<file path="src/rtl/multi_list_linked_list.sv">
`default_nettype none
// ============================================================================
//  Module   : multi_list_linked_list
//  Brief    : NUM_LISTS singly linked lists sharing one MAX_NODE node pool,
//             with index-, value- and end-based operations.
//  Revision : 1.0 - initial release
// ============================================================================
module multi_list_linked_list #(
    parameter  int DATA_WIDTH = 8,
    parameter  int MAX_NODE   = 16,
    parameter  int NUM_LISTS  = 4,
    localparam int ADDR_WIDTH = $clog2(MAX_NODE + 1),
    localparam int LIST_WIDTH = (NUM_LISTS > 1) ? $clog2(NUM_LISTS) : 1
) (
    input  logic                            clk,
    input  logic                            rst,
    input  logic                            op_start,
    input  logic [2:0]                      op,
    input  logic [LIST_WIDTH-1:0]           list_sel,
    input  logic [ADDR_WIDTH-1:0]           index_in,
    input  logic [DATA_WIDTH-1:0]           data_in,
    output logic                            busy,
    output logic                            op_done,
    output logic                            fault,
    output logic [DATA_WIDTH-1:0]           data_out,
    output logic [ADDR_WIDTH-1:0]           node_addr_out,
    output logic [NUM_LISTS*ADDR_WIDTH-1:0] lengths,
    output logic [NUM_LISTS-1:0]            list_empty,
    output logic [ADDR_WIDTH-1:0]           free_count,
    output logic                            full
);

    localparam int                    c_LIST_DEPTH = 1 << LIST_WIDTH;
    localparam logic [ADDR_WIDTH-1:0] c_NULL       = ADDR_WIDTH'(MAX_NODE);
    localparam logic [ADDR_WIDTH-1:0] c_ONE        = ADDR_WIDTH'(1);

    localparam logic [2:0] c_OP_READ_IDX   = 3'd0;
    localparam logic [2:0] c_OP_INSERT_IDX = 3'd1;
    localparam logic [2:0] c_OP_DELETE_VAL = 3'd2;
    localparam logic [2:0] c_OP_DELETE_IDX = 3'd3;
    localparam logic [2:0] c_OP_PUSH_FRONT = 3'd4;
    localparam logic [2:0] c_OP_POP_FRONT  = 3'd5;
    localparam logic [2:0] c_OP_PUSH_BACK  = 3'd6;
    localparam logic [2:0] c_OP_RESERVED   = 3'd7;

    localparam logic [2:0] c_ST_IDLE  = 3'd0;
    localparam logic [2:0] c_ST_WALK  = 3'd1;
    localparam logic [2:0] c_ST_LINK  = 3'd2;
    localparam logic [2:0] c_ST_DONE  = 3'd3;
    localparam logic [2:0] c_ST_FAULT = 3'd4;

    logic [2:0]            r_state;
    logic [2:0]            r_op;
    logic [LIST_WIDTH-1:0] r_list;
    logic [ADDR_WIDTH-1:0] r_tgt;
    logic [ADDR_WIDTH-1:0] r_cnt;
    logic [ADDR_WIDTH-1:0] r_cur;
    logic [ADDR_WIDTH-1:0] r_prev;
    logic [DATA_WIDTH-1:0] r_key;
    logic [DATA_WIDTH-1:0] r_data_out;
    logic [ADDR_WIDTH-1:0] r_node_addr;
    logic [ADDR_WIDTH-1:0] r_free;

    // One extra slot at index NULL lets pointer lookups stay in range.
    logic [DATA_WIDTH-1:0] r_mem  [MAX_NODE+1];
    logic [ADDR_WIDTH-1:0] r_next [MAX_NODE+1];
    logic [MAX_NODE-1:0]   r_valid;
    logic [ADDR_WIDTH-1:0] r_head [c_LIST_DEPTH];
    logic [ADDR_WIDTH-1:0] r_tail [c_LIST_DEPTH];
    logic [ADDR_WIDTH-1:0] r_len  [c_LIST_DEPTH];

    logic [ADDR_WIDTH-1:0] w_alloc;
    logic [ADDR_WIDTH-1:0] w_len;
    logic [ADDR_WIDTH-1:0] w_head;
    logic [ADDR_WIDTH-1:0] w_tail;
    logic [ADDR_WIDTH-1:0] w_tgt;
    logic [ADDR_WIDTH-1:0] w_cur_next;
    logic                  w_full;
    logic                  w_list_bad;
    logic                  w_needs_node;
    logic                  w_needs_item;
    logic                  w_idx_bound;
    logic                  w_imm_fault;
    logic                  w_head_hit;
    logic                  w_direct;
    logic                  w_walk_hit;
    logic                  w_walk_miss;

    function automatic logic f_is_ins(input logic [2:0] i_op);
        return (i_op == c_OP_INSERT_IDX) || (i_op == c_OP_PUSH_FRONT) ||
               (i_op == c_OP_PUSH_BACK);
    endfunction

    function automatic logic f_is_del(input logic [2:0] i_op);
        return (i_op == c_OP_DELETE_VAL) || (i_op == c_OP_DELETE_IDX) ||
               (i_op == c_OP_POP_FRONT);
    endfunction

    // Lowest-index free node wins.
    always_comb begin
        w_alloc = c_NULL;
        for (int i = MAX_NODE - 1; i >= 0; i--) begin
            if (!r_valid[i]) begin
                w_alloc = ADDR_WIDTH'(i);
            end
        end
    end

    always_comb begin
        w_len        = r_len[list_sel];
        w_head       = r_head[list_sel];
        w_tail       = r_tail[list_sel];
        w_full       = (r_free == '0);
        w_list_bad   = (int'(list_sel) >= NUM_LISTS);
        w_needs_node = f_is_ins(op);
        w_needs_item = f_is_del(op) || (op == c_OP_READ_IDX);
        w_idx_bound  = ((op == c_OP_READ_IDX) || (op == c_OP_DELETE_IDX)) &&
                       (index_in >= w_len);
        w_imm_fault  = (op == c_OP_RESERVED) || w_list_bad ||
                       (w_needs_node && w_full) ||
                       (w_needs_item && (w_len == '0)) || w_idx_bound;
        // Inserting past the end clamps to an append.
        if ((op == c_OP_INSERT_IDX) && (index_in >= w_len)) begin
            w_tgt = w_len;
        end else begin
            w_tgt = index_in;
        end
        w_head_hit = (r_mem[w_head] == data_in);
        w_direct   = (op == c_OP_PUSH_FRONT) || (op == c_OP_POP_FRONT) ||
                     (((op == c_OP_READ_IDX) || (op == c_OP_INSERT_IDX) ||
                       (op == c_OP_DELETE_IDX)) && (w_tgt == '0)) ||
                     ((op == c_OP_DELETE_VAL) && w_head_hit);
    end

    always_comb begin
        w_cur_next  = r_next[r_cur];
        w_walk_miss = (r_op == c_OP_DELETE_VAL) && (r_cur == c_NULL);
        if (r_op == c_OP_DELETE_VAL) begin
            w_walk_hit = (r_cur != c_NULL) && (r_mem[r_cur] == r_key);
        end else begin
            w_walk_hit = (r_cnt == r_tgt);
        end
    end

    always_ff @(posedge clk or posedge rst) begin
        if (rst) begin
            r_state     <= c_ST_IDLE;
            r_op        <= '0;
            r_list      <= '0;
            r_tgt       <= '0;
            r_cnt       <= '0;
            r_cur       <= c_NULL;
            r_prev      <= c_NULL;
            r_key       <= '0;
            r_data_out  <= '0;
            r_node_addr <= '0;
            r_free      <= ADDR_WIDTH'(MAX_NODE);
            r_valid     <= '0;
            for (int i = 0; i <= MAX_NODE; i++) begin
                r_next[i] <= c_NULL;
            end
            for (int l = 0; l < c_LIST_DEPTH; l++) begin
                r_head[l] <= c_NULL;
                r_tail[l] <= c_NULL;
                r_len[l]  <= '0;
            end
        end else begin
            case (r_state)
                c_ST_IDLE: begin
                    if (op_start) begin
                        r_op   <= op;
                        r_list <= list_sel;
                        r_key  <= data_in;
                        r_tgt  <= w_tgt;
                        if (w_imm_fault) begin
                            r_state <= c_ST_FAULT;
                        end else if (op == c_OP_PUSH_BACK) begin
                            r_cur   <= c_NULL;
                            r_prev  <= w_tail;
                            r_cnt   <= '0;
                            r_state <= c_ST_LINK;
                        end else if (w_direct) begin
                            r_cur   <= w_head;
                            r_prev  <= c_NULL;
                            r_cnt   <= '0;
                            r_state <= c_ST_LINK;
                        end else begin
                            // Head already examined; the walk starts at position 1.
                            r_cur   <= r_next[w_head];
                            r_prev  <= w_head;
                            r_cnt   <= c_ONE;
                            r_state <= c_ST_WALK;
                        end
                    end
                end
                c_ST_WALK: begin
                    if (w_walk_miss) begin
                        r_state <= c_ST_FAULT;
                    end else if (w_walk_hit) begin
                        r_state <= c_ST_LINK;
                    end else begin
                        r_prev <= r_cur;
                        r_cur  <= w_cur_next;
                        r_cnt  <= r_cnt + c_ONE;
                    end
                end
                c_ST_LINK: begin
                    if (r_op == c_OP_READ_IDX) begin
                        r_data_out  <= r_mem[r_cur];
                        r_node_addr <= r_cur;
                    end else if (f_is_ins(r_op)) begin
                        // New node goes between prev and cur.
                        for (int i = 0; i < MAX_NODE; i++) begin
                            if (ADDR_WIDTH'(i) == w_alloc) begin
                                r_valid[i] <= 1'b1;
                            end
                        end
                        r_next[w_alloc] <= r_cur;
                        if (r_prev == c_NULL) begin
                            r_head[r_list] <= w_alloc;
                        end else begin
                            r_next[r_prev] <= w_alloc;
                        end
                        if (r_cur == c_NULL) begin
                            r_tail[r_list] <= w_alloc;
                        end
                        r_len[r_list] <= r_len[r_list] + c_ONE;
                        r_free        <= r_free - c_ONE;
                    end else begin
                        for (int i = 0; i < MAX_NODE; i++) begin
                            if (ADDR_WIDTH'(i) == r_cur) begin
                                r_valid[i] <= 1'b0;
                            end
                        end
                        r_next[r_cur] <= c_NULL;
                        if (r_prev == c_NULL) begin
                            r_head[r_list] <= w_cur_next;
                        end else begin
                            r_next[r_prev] <= w_cur_next;
                        end
                        if (r_cur == r_tail[r_list]) begin
                            r_tail[r_list] <= r_prev;
                        end
                        r_len[r_list] <= r_len[r_list] - c_ONE;
                        r_free        <= r_free + c_ONE;
                        r_data_out    <= r_mem[r_cur];
                        r_node_addr   <= r_cur;
                    end
                    r_state <= c_ST_DONE;
                end
                c_ST_DONE: begin
                    r_state <= c_ST_IDLE;
                end
                c_ST_FAULT: begin
                    r_state <= c_ST_IDLE;
                end
                default: begin
                    r_state <= c_ST_IDLE;
                end
            endcase
        end
    end

    // Payload RAM carries no reset; validity is tracked separately.
    always_ff @(posedge clk) begin
        if ((r_state == c_ST_LINK) && f_is_ins(r_op)) begin
            r_mem[w_alloc] <= r_key;
        end
    end

    assign busy          = (r_state != c_ST_IDLE);
    assign op_done       = (r_state == c_ST_DONE) || (r_state == c_ST_FAULT);
    assign fault         = (r_state == c_ST_FAULT);
    assign data_out      = r_data_out;
    assign node_addr_out = r_node_addr;
    assign free_count    = r_free;
    assign full          = (r_free == '0);

    generate
        for (genvar g = 0; g < NUM_LISTS; g++) begin : g_status
            assign lengths[g*ADDR_WIDTH +: ADDR_WIDTH] = r_len[g];
            assign list_empty[g]                       = (r_len[g] == '0);
        end
    endgenerate

endmodule
`default_nettype wire

</file>
<file path="config.mk">
export PLATFORM = sky130hd
export DESIGN_NAME = multi_list_linked_list
export DESIGN_NICKNAME = d
export VERILOG_FILES = /design/src/rtl/multi_list_linked_list.sv
export SDC_FILE = /design/constraint.sdc
export NUM_CORES = 1
export LEC_CHECK = 0
export BUFFER_PORTS_ARGS = -buffer_cell sky130_fd_sc_hd__buf_4
export CAP_MARGIN = 20
export CORE_UTILIZATION = 35
export DETAILED_ROUTE_END_ITERATION = 6
export GPL_TIMING_DRIVEN = 0
export PLACE_DENSITY = 0.5
export SKIP_LAST_GASP = 1
export SLEW_MARGIN = 40
export SYNTH_ARGS = -nofsm -noshare
export SYNTH_HDL_FRONTEND = slang
export SYNTH_SLANG_ARGS = --single-unit
</file>
<file path="constraint.sdc">
create_clock -name clk -period 18.6 [get_ports clk]
set_clock_uncertainty 0.1 [all_clocks]
set_input_delay 1.86 -clock clk [delete_from_list [all_inputs] [get_ports clk]]
set_output_delay 1.86 -clock clk [all_outputs]
set_load 0.01 [all_outputs]
</file>
## Word level (Yosys, flattened, before mapping)

Memory sizes are Yosys's and may differ from the RTL's.
Index checks and enable logic that the tools add are counted.

- Word-level logic and storage cells: 376
- Memories: 1
- Output and inout port bits: 46
- Flip-flop bits (word level): 215
- RAM bits: 136
- Input bits: 21

Memories:

| memory | words | width | rd ports | clocked after memory_dff | write ports | RTL line | text |
|---|---|---|---|---|---|---|---|
| r_mem | 17 | 8 | 2 | 0 | 1 | 65 | `logic [DATA_WIDTH-1:0] r_mem [MAX_NODE+1];` |

- Equal/unequal tests: 75
- Bitwise operators: 10
- $lt $le $gt $ge: 11
- Multiplexer cells: 134
- Reduce and logical (&&, ||, !) cells: 84
- $add $sub $neg: 5

Operators by type and width:

| kind | number |
|---|---|
| $mux W5 | 54 |
| $bwmux W85 | 3 |
| $mux W85 | 3 |
| $mux W20 | 7 |
| $bwmux W20 | 6 |
| $eq A4 B5 Y1 const A | 16 |
| $demux W5 S5 | 3 |
| $and A68 B68 Y68 | 1 |
| $not A68 Y68 | 1 |
| $reduce_and A4 Y1 | 17 |
| $bmux W5 S2 | 5 |
| $bmux W5 S5 | 2 |
| $logic_not A5 Y1 | 9 |
| $eq A3 B5 Y1 const A | 8 |
| $mux W1 | 37 |
| $reduce_bool A2 Y1 | 18 |
| $ne A2 B1 Y1 const B | 16 |
| $pmux W5 S2 | 3 |
| $ge A6 B6 Y1 const B | 4 |
| $not A5 Y6 | 4 |
| $eq A3 B3 Y1 const B | 7 |
| $eq A2 B5 Y1 const A | 4 |
| $lt A6 B1 Y1 const B | 3 |
| $logic_or A1 B1 Y1 | 17 |
| 29 further kinds | 71 |

## Depth between registers and ports, before layout

Gate-level depths: netlist of the first run.

- Depth after elaboration: 25
- Gate-level depth with buffers: 16
- Gate-level depth less buffers: 13

## Least setup slack after synthesis of the first run

OpenSTA, ideal clock, no wires.

- Kind: in2reg
- Start point: in list_sel[1]
- End point: reg r_cur[3]
- Buffers on the path: 4
- Library setup time: 136 ps
- Data required time: 18364 ps
- Stages: 15
- Path slack: 13411 ps
- Arrival time: 4953 ps
- Cell sequence: clkbuf_2 -> buf_1 -> mux4_2 -> inv_1 -> ha_1 -> a2111o_1 -> a311oi_1 -> o21ai_0 -> o21ai_1 -> and2_1 -> clkbuf_1 -> o22ai_2 -> buf_4 -> a221oi_1 -> o21ai_0

- Cells in the longest elaborated chain, start to end: 16
- Elaborated cells between the ends (all ways): 33
- Classes of those cells: order compare: 1; eq/ne: 2; mux: 15; bitwise: 2; reduce/logical: 12; memory: 1

Ends and longest elaborated chain:

| element | RTL line | text |
|---|---|---|
| start, declared | 19 | `input logic [LIST_WIDTH-1:0] list_sel,` |
| $not A2 Y3 (not written as such) (*) | 110, 111 |  |
| $bmux W5 S2 | 110 | `w_len = r_len[list_sel];` |
| $mux W5 (not written as such) (2 in series) | 110 |  |
| $ge A5 B5 Y1 | 118, 123 |  |
| $logic_and A1 B1 Y1 | 123 | `if ((op == c_OP_INSERT_IDX) && (index_in >= w_len)) begin` |
| $mux W5 | 123 |  |
| $logic_not A5 Y1 | 131 | `(op == c_OP_DELETE_IDX)) && (w_tgt == '0)) \|\|` |
| $logic_and A1 B1 Y1 | 131 |  |
| $logic_or A1 B1 Y1 | 129 | `w_direct = (op == c_OP_PUSH_FRONT) \|\| (op == c_OP_POP_FRONT) \|\|` |
| $logic_or A1 B1 Y1 | 131 |  |
| $mux W5 | 182 | `end else if (w_direct) begin` |
| $mux W5 | 177 | `end else if (op == c_OP_PUSH_BACK) begin` |
| $mux W5 | 175 | `if (w_imm_fault) begin` |
| $mux W5 | 170 | `if (op_start) begin` |
| $pmux W5 S2 | 168 | `case (r_state)` |
| end signal, assigned | 178 | `r_cur <= c_NULL;` |
| end signal, assigned | 183 | `r_cur <= w_head;` |
| end signal, assigned | 189 | `r_cur <= r_next[w_head];` |
| end, declared | 57 | `logic [ADDR_WIDTH-1:0] r_cur;` |

Mark *: on every way between the ends. The rest lies on a longest branch, timed or not. The select of a mux whose other input is x is not followed.
A chain may end at the register's enable or synchronous reset.

## Worst setup path after layout of the first run

- Start point: in list_sel[1]
- End point: reg r_cur[1]

The elaborated chain is that of the path after synthesis.

==> flow_summary.toml, run 1 <==
[grt]
grt_usage_pct = 28.9
grt_max_degree = 79
grt.met2_usage_pct = 44.3
grt_pass1_vias = 17409
grtUsageMet1_pct = 39.1
antenna_found_initial = 2
grt_use_met3_pct = 5.05
grt_pass1_wl_um = 126000
grt_overflow = 0
grt_busiest_layer = "met2"

[worst_hold_path]
min_from = "r_head[10]"
hold_depth = 2
hold_path_class = "reg2reg"
min_to = "r_head[10]"

[floorplan]
num_rows = 89
die_h_um = 247
die_w_um = 247
pin_count = 67
start_util_pct = 35.5
dieArea_um2 = 60900
core_um2 = 59100

[sta]
fmaxAchievable_mhz = 168
setup_tns_ps = 0
worst-slew-pin-transition_ps = 948
hold_viol_final = 0
finalCritPeriodShare_pct = 31.9
grt_setup_unrepaired = "false"
layout_setup_ws_ps = 12660
maxSlewHeadroom_pct = 36.3
finalCriticalPeriod_ps = 5940
setup_violations = 0
slew_violations = 0

[cts]
clockBufferDepth = 3
clock_sinks = 351
htreeDepth = 2
cts_post_setup_buffers_inserted = 0
clk_pin_slew_worst_paths_ps = 60
tritoncts = "done"
cts-resized-gates = 0
postCtsHoldBufs = 0
numCtsBuffers = 42
root_buffer = "clkbuf_16"
clkLatencyLatePin_ps = 590

[placement]
io_buffers = 62
gp_congestion = 0.974
dp_cells = 2755
post-place-ws_ps = 12120
post-dp-hpwl_um = 64900

[logic_synthesis]
yosysTopAreaCell = "dfrtp_1"
syn_avg_cell_area_um2 = 11.0
synth_nets = 1944
yosys-top-cells-count = "187 x dfrtp_1, 167 x nand2_1, 159 x o21ai_0"
synth_top_area_share_pct = 22.3
ys_ff_latch = 351
synthTopCellsByArea = "dfrtp_1 22%, edfxtp_1 19%, mux4_2 11%"
async_reset_ff_share_pct = 61.3
syn_area_um2 = 21000
ys_types = 78
yosysMostFrequentCell = "dfrtp_1"
yosysSeqAreaShare_pct = 45.3
yosys_warnings = 0
synthCells = 1911
synth_ff_type = "dfrtp_1"
synth_edf_count = 136

[outcome]
failed_checks = "design-rule violations"
run_status = "complete, but fails checks"

[cells_and_area]
nets = 2059
drive_gt1_share_pct = 21.5
multi_input_area_um2 = 10900
nFillCells = 5649
ff_latch_area_um2 = 9500
area_growth_pct = 14.9
stdcell_count = 2834

[pwr]
ir_worst_vdd_mv = 0.0671
power.density_nw_per_um2 = 155
p_leak_uw = 0.00914

[worst_setup_path]
path_cells = "clkbuf_2 > buf_1 > mux4_2 > inv_1 > ha_1 > a2111o_1 > a311oi_1 > o21ai_0 > o21ai_1 > and2_1 > clkbuf_1 > o22ai_2 > buf_4 > a221oi_1 > o21ai_0"
worstPathArrival_ps = 6260
regToRegStartpoint = "r_cur[1]"
crit_required_ps = 18920
path_class = "in2reg"
rr_endpoint = "r_cur[2]"
path_max_fanout = 10
crit_path_start_kind = "input port"
cp-end-kind = "flop"
crit_path_max_incr_delay_ps = 600
r2r_setup_slack_ps = 13230
ff2ff_path_depth = 12
cp_slowest_cell = "buf_1"
cpMostUsedCell = "o21ai_0"

[drt]
wl_um = 88000
viasPerCell = 6.27
final_antenna_net_count = 0
vias = 17779
drc = 8
wl_per_cell_um = 31.1
drt_iter0_drc = 1964
drt_pre_antenna_iters = 7

[job]
max_cap_viol_count = 0
-- cell usage in the layout, fill, tap and decap left out, types with 44 or more instances in the layout --
cell         n
mux2i_1    136
mux4_2     102
mux2_2      66
dfrtp_1    187
clkbuf_1    90
a21oi_1    127
edfxtp_1   136
buf_4       72
clkbuf_16   44
o21ai_0    155
nand2_1    167
nor2_1     124
a22oi_1     49
-- critical path: cells and delay by family --
family / cells / cell delay, ps
simple gates: 1 / 160
fa+ha+maj: 1 / 230
mux: 1 / 480
compound gates: 7 / 1870
buf+inv: 5 / 1630
-- sequential cells by signal, summed over array words and instances, names as in the netlist, named ones only --
signal	flops
r_tail	20
r_cnt	5
r_mem	136
r_op	3
r_head	20
node_addr_out	5
r_valid	16
r_tgt	5
data_out	8
free_count	5
r_prev	5
r_key	8
lengths	16
r_next	85
r_list	2
r_state	3
r_cur	5
-- power breakdown --
group          total (µW)  leakage (µW)  internal, µW  switching [µW]
clock                 831      0.000666           480             351
combinational        1730       0.00447           616            1110
sequential           1180       0.00400           993             190
total                3740       0.00914          2090            1650
-- kinds of logic (layout without fill, tap and decap cells) --
family	Yosys count	after routing	share of synthesized area [%]
fa+ha+maj	12	12	0.751
mux	308	308	21.3
flops	351	351	45.3
buf+inv	173	322	3.64
simple gates	468	468	10.2
compound gates	560	560	17.2
xor+xnor	39	39	1.63
other cells	0	1	0
-- through the flow --
stage	total power (µW)	hold slack, ps	utilization [%]	area (µm²)
finish	3740	379	40.8	24100
floorplan	2160	345	-	21000
CTS	3720	383	40.8	24100
global placement	2840	357	37.9	22400
global route	3900	400	40.8	24100
detailed placement	2880	370	38.5	22700
-- routing by layer --
metal  wire (µm)  vias up
met5           0        -
met4        4800        0
met3        6630      240
met2       39500      903
met1       37100     9049
li1            -     7587
-- layout make-up --
cell class                 instances  area share (%)
tap                              773            4.01
antenna                            1          0.0104
timing repair buffer              71            2.40
buffer                           137            2.72
sequential                       351            39.4
multi-input combinational       1387            45.2
clock buffer                      68            5.23
inverter                          36           0.592
clock inverter                    10           0.415
-- worst max-delay path by stage --
stage                            from                          to  slack, ps
after global placement            rst                    r_key[5]       7750
after CTS                 list_sel[1]                    r_cur[1]      12730
final                     list_sel[1]                    r_cur[1]      12660
after detailed placement  list_sel[1]                    r_cur[1]      12120
after floorplan                   rst  asynchronous set/reset pin      10810
after global routing      list_sel[1]                    r_cur[1]      12310
No activity file was read; power rests on OpenSTA's default activity.
==> inputs of run 2 (changes only) <==
--- a/config.mk
+++ b/config.mk
@@ -10,7 +10,7 @@
 export CORE_UTILIZATION = 35
 export DETAILED_ROUTE_END_ITERATION = 6
 export GPL_TIMING_DRIVEN = 0
-export PLACE_DENSITY = 0.5
+export PLACE_DENSITY = 0.52
 export SKIP_LAST_GASP = 1
 export SLEW_MARGIN = 40
 export SYNTH_ARGS = -nofsm -noshare
==> constraint.sdc (replaced) <==
create_clock -name clk -period 4.94 [get_ports clk]
set_clock_uncertainty 0.1 [all_clocks]
set_input_delay 0.494 -clock clk [delete_from_list [all_inputs] [get_ports clk]]
set_output_delay 0.494 -clock clk [all_outputs]
set_load 0.01 [all_outputs]
==> run 2 against run 1 <==
  * Highest routed layer unchanged
  * Total power grew to 3.8 times the previous value
  * Sequential share of layout area is 0.41 points lower
  * Sequential power grew to 3.8 times the previous value
  * Hold slack worse by 320 ps
  * Global-route usage is 0.078 points lower
  * Critical path depth is 2 lower
  * Die area stayed put
  * Clock power grew to 4.0 times the previous value
  * Sequential cell count stayed put
  * Non-clock buffer count is 9 higher
  * Utilization is 0.43 points higher
  * Largest power group unchanged
  * The run still ends with design-rule violations left
  * Combinational power grew to 3.8 times the previous value
==> flow_summary.toml, run 2 (synthesis gave the netlist of run 1 again) <==
[worst_setup_path]
path_cells = "buf_2 > buf_4 > buf_6 > buf_6 > buf_4 > mux4_2 > mux4_2 > a22o_1 > buf_2 > a21oi_1 > nand2_1 > o22ai_1 > a31oi_1"
crit_start = "r_cur[0]"
r2r_setup_slack_ps = 130
regToRegStartpoint = "r_cur[0]"
critPathBufInv = 6
crit_family = "buffers and inverters"
crit_required_ps = 5310
endpoint = "r_next[54]"
crit_path_max_incr_delay_ps = 620
ff2ff_path_depth = 13
worstSetupPathDepth = 13
path_max_fanout = 10
worstPathArrival_ps = 5190
cp-end-kind = "flop"
cp_slowest_cell = "mux4_2"
rr_endpoint = "r_next[54]"
crit_path_start_kind = "flop"
path_class = "reg2reg"

[placement]
post-place-ws_ps = -655
gp_congestion = 0.989
post-dp-hpwl_um = 65000
io_buffers = 62

[grt]
grt_max_degree = 25
grt_pass1_vias = 17430
antenna_found_initial = 0
grt_overflow = 0
grt_usage_pct = 28.8
grt_pass1_wl_um = 126000

[sta]
finalCritPeriodShare_pct = 97.4
maxSlewHeadroom_pct = 35.9
setup_violations = 0
fmaxAchievable_mhz = 208
finalCriticalPeriod_ps = 4810
slew_violations = 0
grt_setup_unrepaired = "false"
layout_setup_ws_ps = 126
worst-slew-pin-transition_ps = 961
timing.hold.ws_ps = 62.6
hold_viol_final = 0

[cts]
cts_post_setup_buffers_inserted = 0
clk_pin_slew_worst_paths_ps = 60
clock_sinks = 351
tritoncts = "done"
clockBufferDepth = 3
htreeDepth = 2
clkLatencyLatePin_ps = 580
numCtsBuffers = 40
root_buffer = "clkbuf_16"

[pwr]
power.switching_uw = 6190
p_leak_uw = 0.00927
power.density_nw_per_um2 = 585
pwr-share-clk_pct = 23.1
p_comb_share_pct = 45.7
internal_power_uw = 8070
p_seq_share_pct = 31.1
ir_worst_vdd_mv = 0.282
swShare_pct = 43.4

[cells_and_area]
largest_reg_flops = 136
finish.utilization_pct = 41.2
reg_top3 = "r_mem: 136 flops, r_next: 85 flops"
nets = 2066
num_antenna_cells = 0
nFillCells = 5649
final_cell_mix = "187 x dfrtp_1, 167 x nand2_1, 151 x o21ai_0, 136 x mux2i_1, 136 x edfxtp_1"
final_common_cell = "dfrtp_1"
drive_gt1_share_pct = 22.3
regMostFlops = "r_mem"
multi_input_area_um2 = 10900
area_growth_pct = 16.1
ff_latch_area_um2 = 9500

[floorplan]
die_h_um = 247
dieArea_um2 = 60900
core_um2 = 59100
start_util_pct = 35.5
pin_count = 67
die_w_um = 247
num_rows = 89

[drt]
drt_iter0_drc = 2069
vias = 18030
wl_per_cell_um = 30.9
wl_um = 87700
viasPerCell = 6.36
final_antenna_net_count = 0
drc = 6
drt_pre_antenna_iters = 7

[worst_hold_path]
hold_path_class = "in2reg"

[job]
max_cap_viol_count = 0

[outcome]
run_status = "complete, but fails checks"
failed_checks = "design-rule violations"
==> run 2: cell count changes in the layout (fill, tap and decap cells not counted), sizes merged <==
cell / change
buf: +9
clkinv: +1
clkinvlp: +2
dlygate4sd3: +1
clkbuf: -12
bufinv: +5
inv: -2
diode: -1
==> run 2: cell type report <==
cell class | instances | area share (%)
clock buffer | 57 | 4.87
tap | 773 | 3.97
multi-input combinational | 1387 | 44.8
buffer | 135 | 2.67
sequential | 351 | 39.0
clock inverter | 16 | 1.00
inverter | 36 | 0.585
timing repair buffer | 82 | 3.15
==> run 2: layer usage <==
layer / wire length [µm] / track usage, % / part of all wire [%]
met5: 0 / 0 / 0
met4: 4240 / 13.5 / 4.8
met3: 6760 / 4.60 / 7.7
met2: 39200 / 44.0 / 45
met1: 37500 / 39.9 / 43
==> run 2: how the worst min path moves through the flow <==
stage,start,endpoint,slack [ps],cells past startpoint
5_1_grt,data_in[3],r_key[3],70,2
3_5_place_dp,rst,free_count[3],370,2
6_report,data_in[7],r_key[7],60,3
3_3_place_gp,r_head[16],r_head[16],360,2
4_1_cts,data_in[7],r_key[7],40,3
2_1_floorplan,r_head[5],r_head[5],340,2
==> run 2: worst register-to-register path: stages, from the launching register on <==
cell and delay [ps]:
dfrtp_1 370, buf_2 240, buf_4 290, buf_6 240, buf_6 260, buf_4 340
mux4_2 630, mux4_2 500, a22o_1 190, buf_2 260, a21oi_1 540, nand2_1 420
o22ai_1 240, a31oi_1 70
==> run 2: per-stage QoR <==
stage	setup TNS [ps]	total power [µW]	area, µm²	std cells
after detailed placement	-13150	10800	22900	2765
after global routing	0	14800	24400	2837
after floorplan	0	8150	21000	1911
after CTS	0	14100	24400	2838
after global placement	-46210	10600	22400	2746
final	0	14300	24400	2837
==> run 2: power by group through the flow <==
stage	clock [µW]	sequential (µW)	combinational, µW
2_1_floorplan	0	4250	3900
6_report	3300	4440	6520
3_5_place_dp	0	4470	6340
4_1_cts	3340	4420	6370
3_3_place_gp	0	4430	6200
5_1_grt	3440	4510	6880
==> run 2: timing repair <==
action	in CTS	in global routing
hold buffers	1	0
resized for setup	5	2
setup endpoints to repair	45	19
cloned	0	0
endpoints found under the hold margin	6	0
